File: src/rtl/smg_pkg.sv
// Shared types and constants for the seven-segment scan controller.
// Segment codes are active-high, bit0 = a ... bit6 = g, bit7 = dp.
package smg_pkg;

    typedef enum logic [1:0] {
        S_IDLE   = 2'd0,
        S_CONV   = 2'd1,
        S_COMMIT = 2'd2
    } smg_state_t;

    localparam logic [15:0] SMG_MAX = 16'd9999;

    localparam logic [7:0] SEG_0     = 8'h3F;
    localparam logic [7:0] SEG_1     = 8'h06;
    localparam logic [7:0] SEG_2     = 8'h5B;
    localparam logic [7:0] SEG_3     = 8'h4F;
    localparam logic [7:0] SEG_4     = 8'h66;
    localparam logic [7:0] SEG_5     = 8'h6D;
    localparam logic [7:0] SEG_6     = 8'h7D;
    localparam logic [7:0] SEG_7     = 8'h07;
    localparam logic [7:0] SEG_8     = 8'h7F;
    localparam logic [7:0] SEG_9     = 8'h6F;
    localparam logic [7:0] SEG_BLANK = 8'h00;
    localparam logic [7:0] SEG_DP    = 8'h80;

endpackage

File: src/rtl/smg_seg_dec.sv
// Purpose: BCD digit + blank + dp flag to 8-bit active-high segment pattern.
// Latency: combinational.
// Backpressure: none.
module smg_seg_dec
    import smg_pkg::*;
(
    input  logic [3:0] digit,
    input  logic       blank,
    input  logic       dp,
    output logic [7:0] seg
);

    logic [7:0] code;

    always_comb begin
        code = SEG_BLANK;
        case (digit)
            4'd0: code = SEG_0;
            4'd1: code = SEG_1;
            4'd2: code = SEG_2;
            4'd3: code = SEG_3;
            4'd4: code = SEG_4;
            4'd5: code = SEG_5;
            4'd6: code = SEG_6;
            4'd7: code = SEG_7;
            4'd8: code = SEG_8;
            4'd9: code = SEG_9;
            default: code = SEG_BLANK;
        endcase
    end

    assign seg = (blank ? SEG_BLANK : code) | (dp ? SEG_DP : SEG_BLANK);

endmodule

File: src/rtl/smg_scan_ctrl.sv
// Purpose: clamp a binary value to 9999, convert to BCD serially, scan 4 digits.
// Latency: 17 cycles transfer-to-commit; display follows at the next scan tick.
// Backpressure: in_ready is high only in IDLE; in_valid is ignored while busy.
module smg_scan_ctrl
    import smg_pkg::*;
#(
    parameter int SCAN_DIV = 50000,
    parameter bit BLANK_LZ = 1'b1
) (
    input  logic        clk,
    input  logic        RST,
    input  logic        in_valid,
    input  logic [15:0] in_data,
    output logic        in_ready,
    output logic        ovf,
    output logic [2:0]  smg_sel,
    output logic [7:0]  smg_duan
);

    localparam int PW = (SCAN_DIV > 2) ? $clog2(SCAN_DIV) : 1;
    localparam logic [PW-1:0] PRESC_LAST = PW'(SCAN_DIV - 1);

    smg_state_t  state;
    logic [15:0] bin_q;
    logic [15:0] bcd_q;
    logic [15:0] bcd_adj;
    logic [3:0]  step_q;
    logic        ovf_pend;
    logic [15:0] disp_q;   // committed digits, thousands in [15:12]

    // Add-3 correction applied before each shift
    always_comb begin
        bcd_adj = bcd_q;
        for (int i = 0; i < 4; i++) begin
            if (bcd_q[i*4 +: 4] >= 4'd5)
                bcd_adj[i*4 +: 4] = bcd_q[i*4 +: 4] + 4'd3;
        end
    end

    always_ff @(posedge clk) begin
        if (RST) begin
            state    <= S_IDLE;
            in_ready <= 1'b1;
            ovf      <= 1'b0;
            ovf_pend <= 1'b0;
            bin_q    <= '0;
            bcd_q    <= '0;
            step_q   <= '0;
            disp_q   <= '0;
        end else begin
            case (state)
                S_IDLE: begin
                    if (in_valid) begin
                        bin_q    <= (in_data > SMG_MAX) ? SMG_MAX : in_data;
                        ovf_pend <= (in_data > SMG_MAX);
                        bcd_q    <= '0;
                        step_q   <= '0;
                        in_ready <= 1'b0;
                        state    <= S_CONV;
                    end
                end
                S_CONV: begin
                    {bcd_q, bin_q} <= {bcd_adj[14:0], bin_q, 1'b0};
                    step_q         <= step_q + 4'd1;
                    if (step_q == 4'd15)
                        state <= S_COMMIT;
                end
                S_COMMIT: begin
                    disp_q   <= bcd_q;
                    ovf      <= ovf_pend;
                    in_ready <= 1'b1;
                    state    <= S_IDLE;
                end
                default: begin
                    in_ready <= 1'b1;
                    state    <= S_IDLE;
                end
            endcase
        end
    end

    logic [PW-1:0] presc_q;
    logic [1:0]    sel_q;
    logic [1:0]    sel_nxt;
    logic          tick;
    logic [3:0]    dig_cur;
    logic          blank_cur;
    logic          z0, z1, z2;
    logic [7:0]    seg_cur;

    assign tick    = (presc_q == PRESC_LAST);
    assign sel_nxt = sel_q + 2'd1;

    // A digit is blanked when it and every higher digit is zero
    assign z0 = BLANK_LZ && (disp_q[15:12] == 4'd0);
    assign z1 = z0 && (disp_q[11:8] == 4'd0);
    assign z2 = z1 && (disp_q[7:4] == 4'd0);

    always_comb begin
        dig_cur   = disp_q[3:0];
        blank_cur = 1'b0;
        case (sel_nxt)
            2'd0: begin dig_cur = disp_q[15:12]; blank_cur = z0; end
            2'd1: begin dig_cur = disp_q[11:8];  blank_cur = z1; end
            2'd2: begin dig_cur = disp_q[7:4];   blank_cur = z2; end
            default: begin dig_cur = disp_q[3:0]; blank_cur = 1'b0; end
        endcase
    end

    smg_seg_dec u_seg_dec (
        .digit (dig_cur),
        .blank (blank_cur),
        .dp    (ovf && (sel_nxt == 2'd3)),
        .seg   (seg_cur)
    );

    always_ff @(posedge clk) begin
        if (RST) begin
            presc_q  <= '0;
            sel_q    <= 2'd0;
            smg_duan <= SEG_BLANK;
        end else if (tick) begin
            presc_q  <= '0;
            sel_q    <= sel_nxt;
            smg_duan <= seg_cur;
        end else begin
            presc_q  <= presc_q + PW'(1);
        end
    end

    assign smg_sel = {1'b0, sel_q};

endmodule

File: config.mk
export PLATFORM = sky130hd
export DESIGN_NAME = smg_scan_ctrl
export DESIGN_NICKNAME = d
export VERILOG_FILES = /design/src/rtl/smg_pkg.sv /design/src/rtl/smg_seg_dec.sv /design/src/rtl/smg_scan_ctrl.sv
export SDC_FILE = /design/constraint.sdc
export NUM_CORES = 1
export LEC_CHECK = 0
export ABC_AREA = 1
export ABC_CLOCK_PERIOD_IN_PS = 3400
export CELL_PAD_IN_SITES_DETAIL_PLACEMENT = 1
export CELL_PAD_IN_SITES_GLOBAL_PLACEMENT = 1
export CORE_MARGIN = 2
export CORE_UTILIZATION = 26
export CTS_CLUSTER_DIAMETER = 60
export DETAILED_ROUTE_END_ITERATION = 7
export DONT_BUFFER_PORTS = 1
export GPL_TIMING_DRIVEN = 0
export PLACE_DENSITY_LB_ADDON = 0.25
export SLEW_MARGIN = 20
export SYNTH_ARGS = -nofsm -noshare
export SYNTH_HDL_FRONTEND = slang
export SYNTH_SLANG_ARGS = --single-unit
File: constraint.sdc
create_clock -name clk -period 3.4 [get_ports clk]
set_clock_uncertainty 0.2 [all_clocks]
set_input_delay 0.68 -clock clk [delete_from_list [all_inputs] [get_ports clk]]
set_output_delay 0.68 -clock clk [all_outputs]
set_load 0.02 [all_outputs]
==> metrics.log <==
INFO  metric hold-worst-slack = 0.247 ns
INFO  metric worst_setup_path_end_kind = flip-flop
INFO  metric design.die.area = 0.0175 mm²
INFO  metric grt_first_pass_wirelength = 19600 µm
INFO  metric ys.flop_type = sky130_fd_sc_hd__dfxtp_1
INFO  metric sink_count = 83
INFO  metric multi_input_area = 0.00222 mm²
INFO  metric num-fill-cells = 1978
INFO  metric crit-reg2reg-launch = sel_q[0]$_SDFFE_PP0P_
INFO  metric post-route-min-period = 2.55 ns
INFO  metric grt_pass1_vias = 4017
INFO  metric finalWeightedCongestion = 0.812
INFO  metric tritoncts_clock_tree = yes
INFO  metric cts_root_buf = sky130_fd_sc_hd__clkbuf_16
INFO  metric ys_ff_latch = 83
INFO  metric dp_hpwl = 8800 µm
INFO  metric detail_route.vias_per_cell = 4.70
INFO  metric postCtsSetupBuffers = 0
INFO  metric dpl_cell_area = 0.00454 mm²
INFO  metric power.density = 466 mW/mm²
INFO  metric clkTransAtPathRegs = 0.06 ns
INFO  metric setup_violations = 0
INFO  metric most-common-layout-cells = sky130_fd_sc_hd__nand2_1, sky130_fd_sc_hd__dfxtp_1, sky130_fd_sc_hd__inv_1, sky130_fd_sc_hd__nor2_1, sky130_fd_sc_hd__a21oi_1
INFO  metric synthesis.area = 0.00427 mm²
INFO  metric crit_path_start_kind = flip-flop
INFO  metric drt-total-wl = 11500 µm
INFO  metric maxCapViolations = 0
INFO  metric post_synthesis_cells = 588
INFO  metric antenna_left = 0
INFO  metric fin_cells = 818
INFO  metric layout.nets = 638
INFO  metric seq_area_frac_synth = 38.9%
INFO  metric groute.usage.overall = 14.0%
INFO  metric port-buffer-count = 0
INFO  metric dp_slack = 0.812 ns
INFO  metric cts_hold_buffers = 0
INFO  metric worst_r2r_path_depth = 12
INFO  metric final_util = 30.6%
INFO  metric vdd_drop_max = 245 µV
INFO  metric grt_setup_unrepaired = false
INFO  metric syn2layout_area_growth = 14.0%
INFO  metric synth-edff-count = 0
INFO  metric totalNegativeSetupSlack = 0 ns
INFO  metric worst_setup_path_endpoint = smg_duan[3]$_SDFFE_PP0P_
INFO  metric grt_use_met2 = 23.4%
INFO  metric final_max_slew_viol_count = 0
INFO  metric async_flop_share = 0%
INFO  metric achievable-frequency = 0.392 GHz
INFO  metric postLayoutCellArea = 0.00487 mm²
INFO  metric htree_levels = 3
INFO  metric ctsLongestPathBuffers = 2
INFO  metric initial_antenna_violation_count = 0
INFO  metric design.core.area = 0.0159 mm²
INFO  metric worst-endpoint-required = 3.49 ns
INFO  metric synthesis.area_per_instance = 7.26 µm²
INFO  metric fin_crit_sh = 75.0%
INFO  metric critPathMaxFanout = 9
INFO  metric final-seq-area = 0.00166 mm²
INFO  metric status = finished clean
INFO  metric global_route.usage.met3 = 3.11%
INFO  metric worst-slew-pin-transition = 0.588 ns
INFO  metric worst_slew_margin_rel = 60.8%
INFO  metric numPlacedInstances = 804
INFO  metric most_common_cell_after_layout_fill_and_taps_aside = sky130_fd_sc_hd__nand2_1
INFO  metric first_pass_iters = 4
INFO  metric grt_busiest_layer = met2
INFO  metric cts_resized = 0
INFO  metric worst_setup_path_startpoint = sel_q[0]$_SDFFE_PP0P_
INFO  metric global_route.usage.met1 = 16.9%
INFO  metric clk_latency = 0.35 ns
INFO  metric design.portCount = 32
INFO  metric timing.critical_path.arrival = 2.64 ns
INFO  metric grt_max_degree = 14
INFO  metric antenna-diode-count = 0
INFO  metric numCtsBuffers = 9
INFO  metric critPathKind = reg -> reg
INFO  metric hold_class = in -> reg
INFO  metric initial_core_util = 26.8%
INFO  metric chip_width = 132 µm
INFO  metric final_setup_margin = 0.849 ns
INFO  metric grt_overflow = 0
INFO  metric yosysUniqueCellTypes = 38
INFO  metric die-height = 132 µm
INFO  metric detailroute.via_count = 3847
INFO  metric synth_warnings = 0
INFO  metric static-leakage-power = 1.95 nW
INFO  metric drcViolationCount = 0
INFO  metric post-layout-total-power = 2.27 mW
INFO  metric detail_route.wl_per_cell = 14.1 µm
INFO  metric endpoint_of_the_worst_register_to_register_path = smg_duan[3]$_SDFFE_PP0P_
INFO  metric rows = 46
INFO  metric post_synthesis_net_count = 627
INFO  metric detail_route.iter0.violations = 138
INFO  metric ratio_of_cells_with_drive_above_1_in_the_final_layout = 10.6%
INFO  metric number_of_hold_slack_violations_in_the_final_timing_report = 0
INFO  metric timing.reg2reg.setup_slack = 0.85 ns
cell families after synthesis:
kind of cell | Yosys count | synth area share [%]
buffers and inverters | 94 | 9.14
and+or+nand+nor | 264 | 28.4
AOI/OAI and AO/OA | 120 | 16.3
other | 1 | 0.0878
DFF | 83 | 38.9
xor gates and xnor gates | 6 | 1.23
adders and majority gates | 20 | 5.86
Yosys cell counts, types with 2 or more instances:
master | n | share of area (%)
sky130_fd_sc_hd__nor3_2 | 2 | 0.47
sky130_fd_sc_hd__o32ai_1 | 4 | 0.82
sky130_fd_sc_hd__dfxtp_1 | 83 | 39
sky130_fd_sc_hd__xor2_1 | 6 | 1.2
sky130_fd_sc_hd__clkbuf_1 | 5 | 0.44
sky130_fd_sc_hd__a22oi_1 | 6 | 1.1
sky130_fd_sc_hd__inv_2 | 6 | 0.53
sky130_fd_sc_hd__nand4_1 | 18 | 2.6
sky130_fd_sc_hd__or2_2 | 8 | 1.2
sky130_fd_sc_hd__nand3b_1 | 2 | 0.35
sky130_fd_sc_hd__nand3_1 | 34 | 4.0
sky130_fd_sc_hd__o21ai_1 | 2 | 0.23
sky130_fd_sc_hd__o21bai_1 | 7 | 1.2
sky130_fd_sc_hd__nand2_1 | 105 | 9.2
sky130_fd_sc_hd__nand2_4 | 4 | 1.1
sky130_fd_sc_hd__nor3_1 | 11 | 1.3
sky130_fd_sc_hd__a21oi_1 | 48 | 5.6
sky130_fd_sc_hd__o211ai_1 | 4 | 0.70
sky130_fd_sc_hd__o21ai_0 | 42 | 4.9
sky130_fd_sc_hd__nor2_2 | 3 | 0.44
sky130_fd_sc_hd__ha_1 | 20 | 5.9
sky130_fd_sc_hd__nor2_1 | 68 | 6.0
sky130_fd_sc_hd__buf_4 | 2 | 0.35
sky130_fd_sc_hd__buf_2 | 10 | 1.2
sky130_fd_sc_hd__nand2_2 | 4 | 0.59
sky130_fd_sc_hd__buf_6 | 2 | 0.53
sky130_fd_sc_hd__o22ai_2 | 4 | 1.2
sky130_fd_sc_hd__inv_1 | 68 | 6.0
worst max-delay path: stages, from the launching register on:
cell                       delay, ns
sky130_fd_sc_hd__dfxtp_1        0.52
sky130_fd_sc_hd__inv_1          0.17
sky130_fd_sc_hd__ha_1           0.24
sky130_fd_sc_hd__inv_2          0.12
sky130_fd_sc_hd__nor2_1         0.06
sky130_fd_sc_hd__nor2_1         0.25
sky130_fd_sc_hd__inv_1          0.13
sky130_fd_sc_hd__ha_1           0.31
sky130_fd_sc_hd__inv_1          0.05
sky130_fd_sc_hd__nand3_1        0.11
sky130_fd_sc_hd__nand3_1        0.11
sky130_fd_sc_hd__nand2_1        0.05
sky130_fd_sc_hd__o21bai_1       0.15
area by class of cell:
type	count	share of cell area, %
Multi-Input combinational cell	411	45.6
Clock inverter	5	2.13
Clock buffer	9	4.62
Tap cell	216	5.55
Sequential cell	83	34.1
Buffer	19	2.18
Inverter	75	5.83
layer usage:
metal	routed length [µm]	up-vias	share of wire, %
li1	-	1953	-
met1	5450	1826	47
met2	5400	52	47
met3	420	16	3.6
met4	251	0	2.2
met5	0	-	0
registers in the layout (all words and copies together), names as in the netlist:
signal	count
state	2
disp_q	16
bin_q	16
step_q	4
bcd_q	16
ovf	1
sel_q	2
ovf_pend	1
presc_q	16
in_ready	1
smg_duan	8
worst min path at each step:
stage                                         to  cells after the start  slack, ns                    from
final                     bin_q[15]$_SDFFE_PP0P_                      1       0.25                     RST
after detailed placement  bin_q[14]$_SDFFE_PP0P_                      2       0.24  bin_q[13]$_SDFFE_PP0P_
after global routing      bin_q[15]$_SDFFE_PP0P_                      1       0.24                     RST
after CTS                 bin_q[15]$_SDFFE_PP0P_                      1       0.24                     RST
after floorplan            presc_q[0]$_SDFF_PP0_                      1       0.22   presc_q[0]$_SDFF_PP0_
after global placement     presc_q[0]$_SDFF_PP0_                      1       0.23   presc_q[0]$_SDFF_PP0_
power by group:
group | internal, mW | switching [mW]
Sequential | 0.996 | 0.0142
Clock | 0.709 | 0.408
Combinational | 0.0460 | 0.0953
Total | 1.75 | 0.517
(Power assumes the default switching activity.)
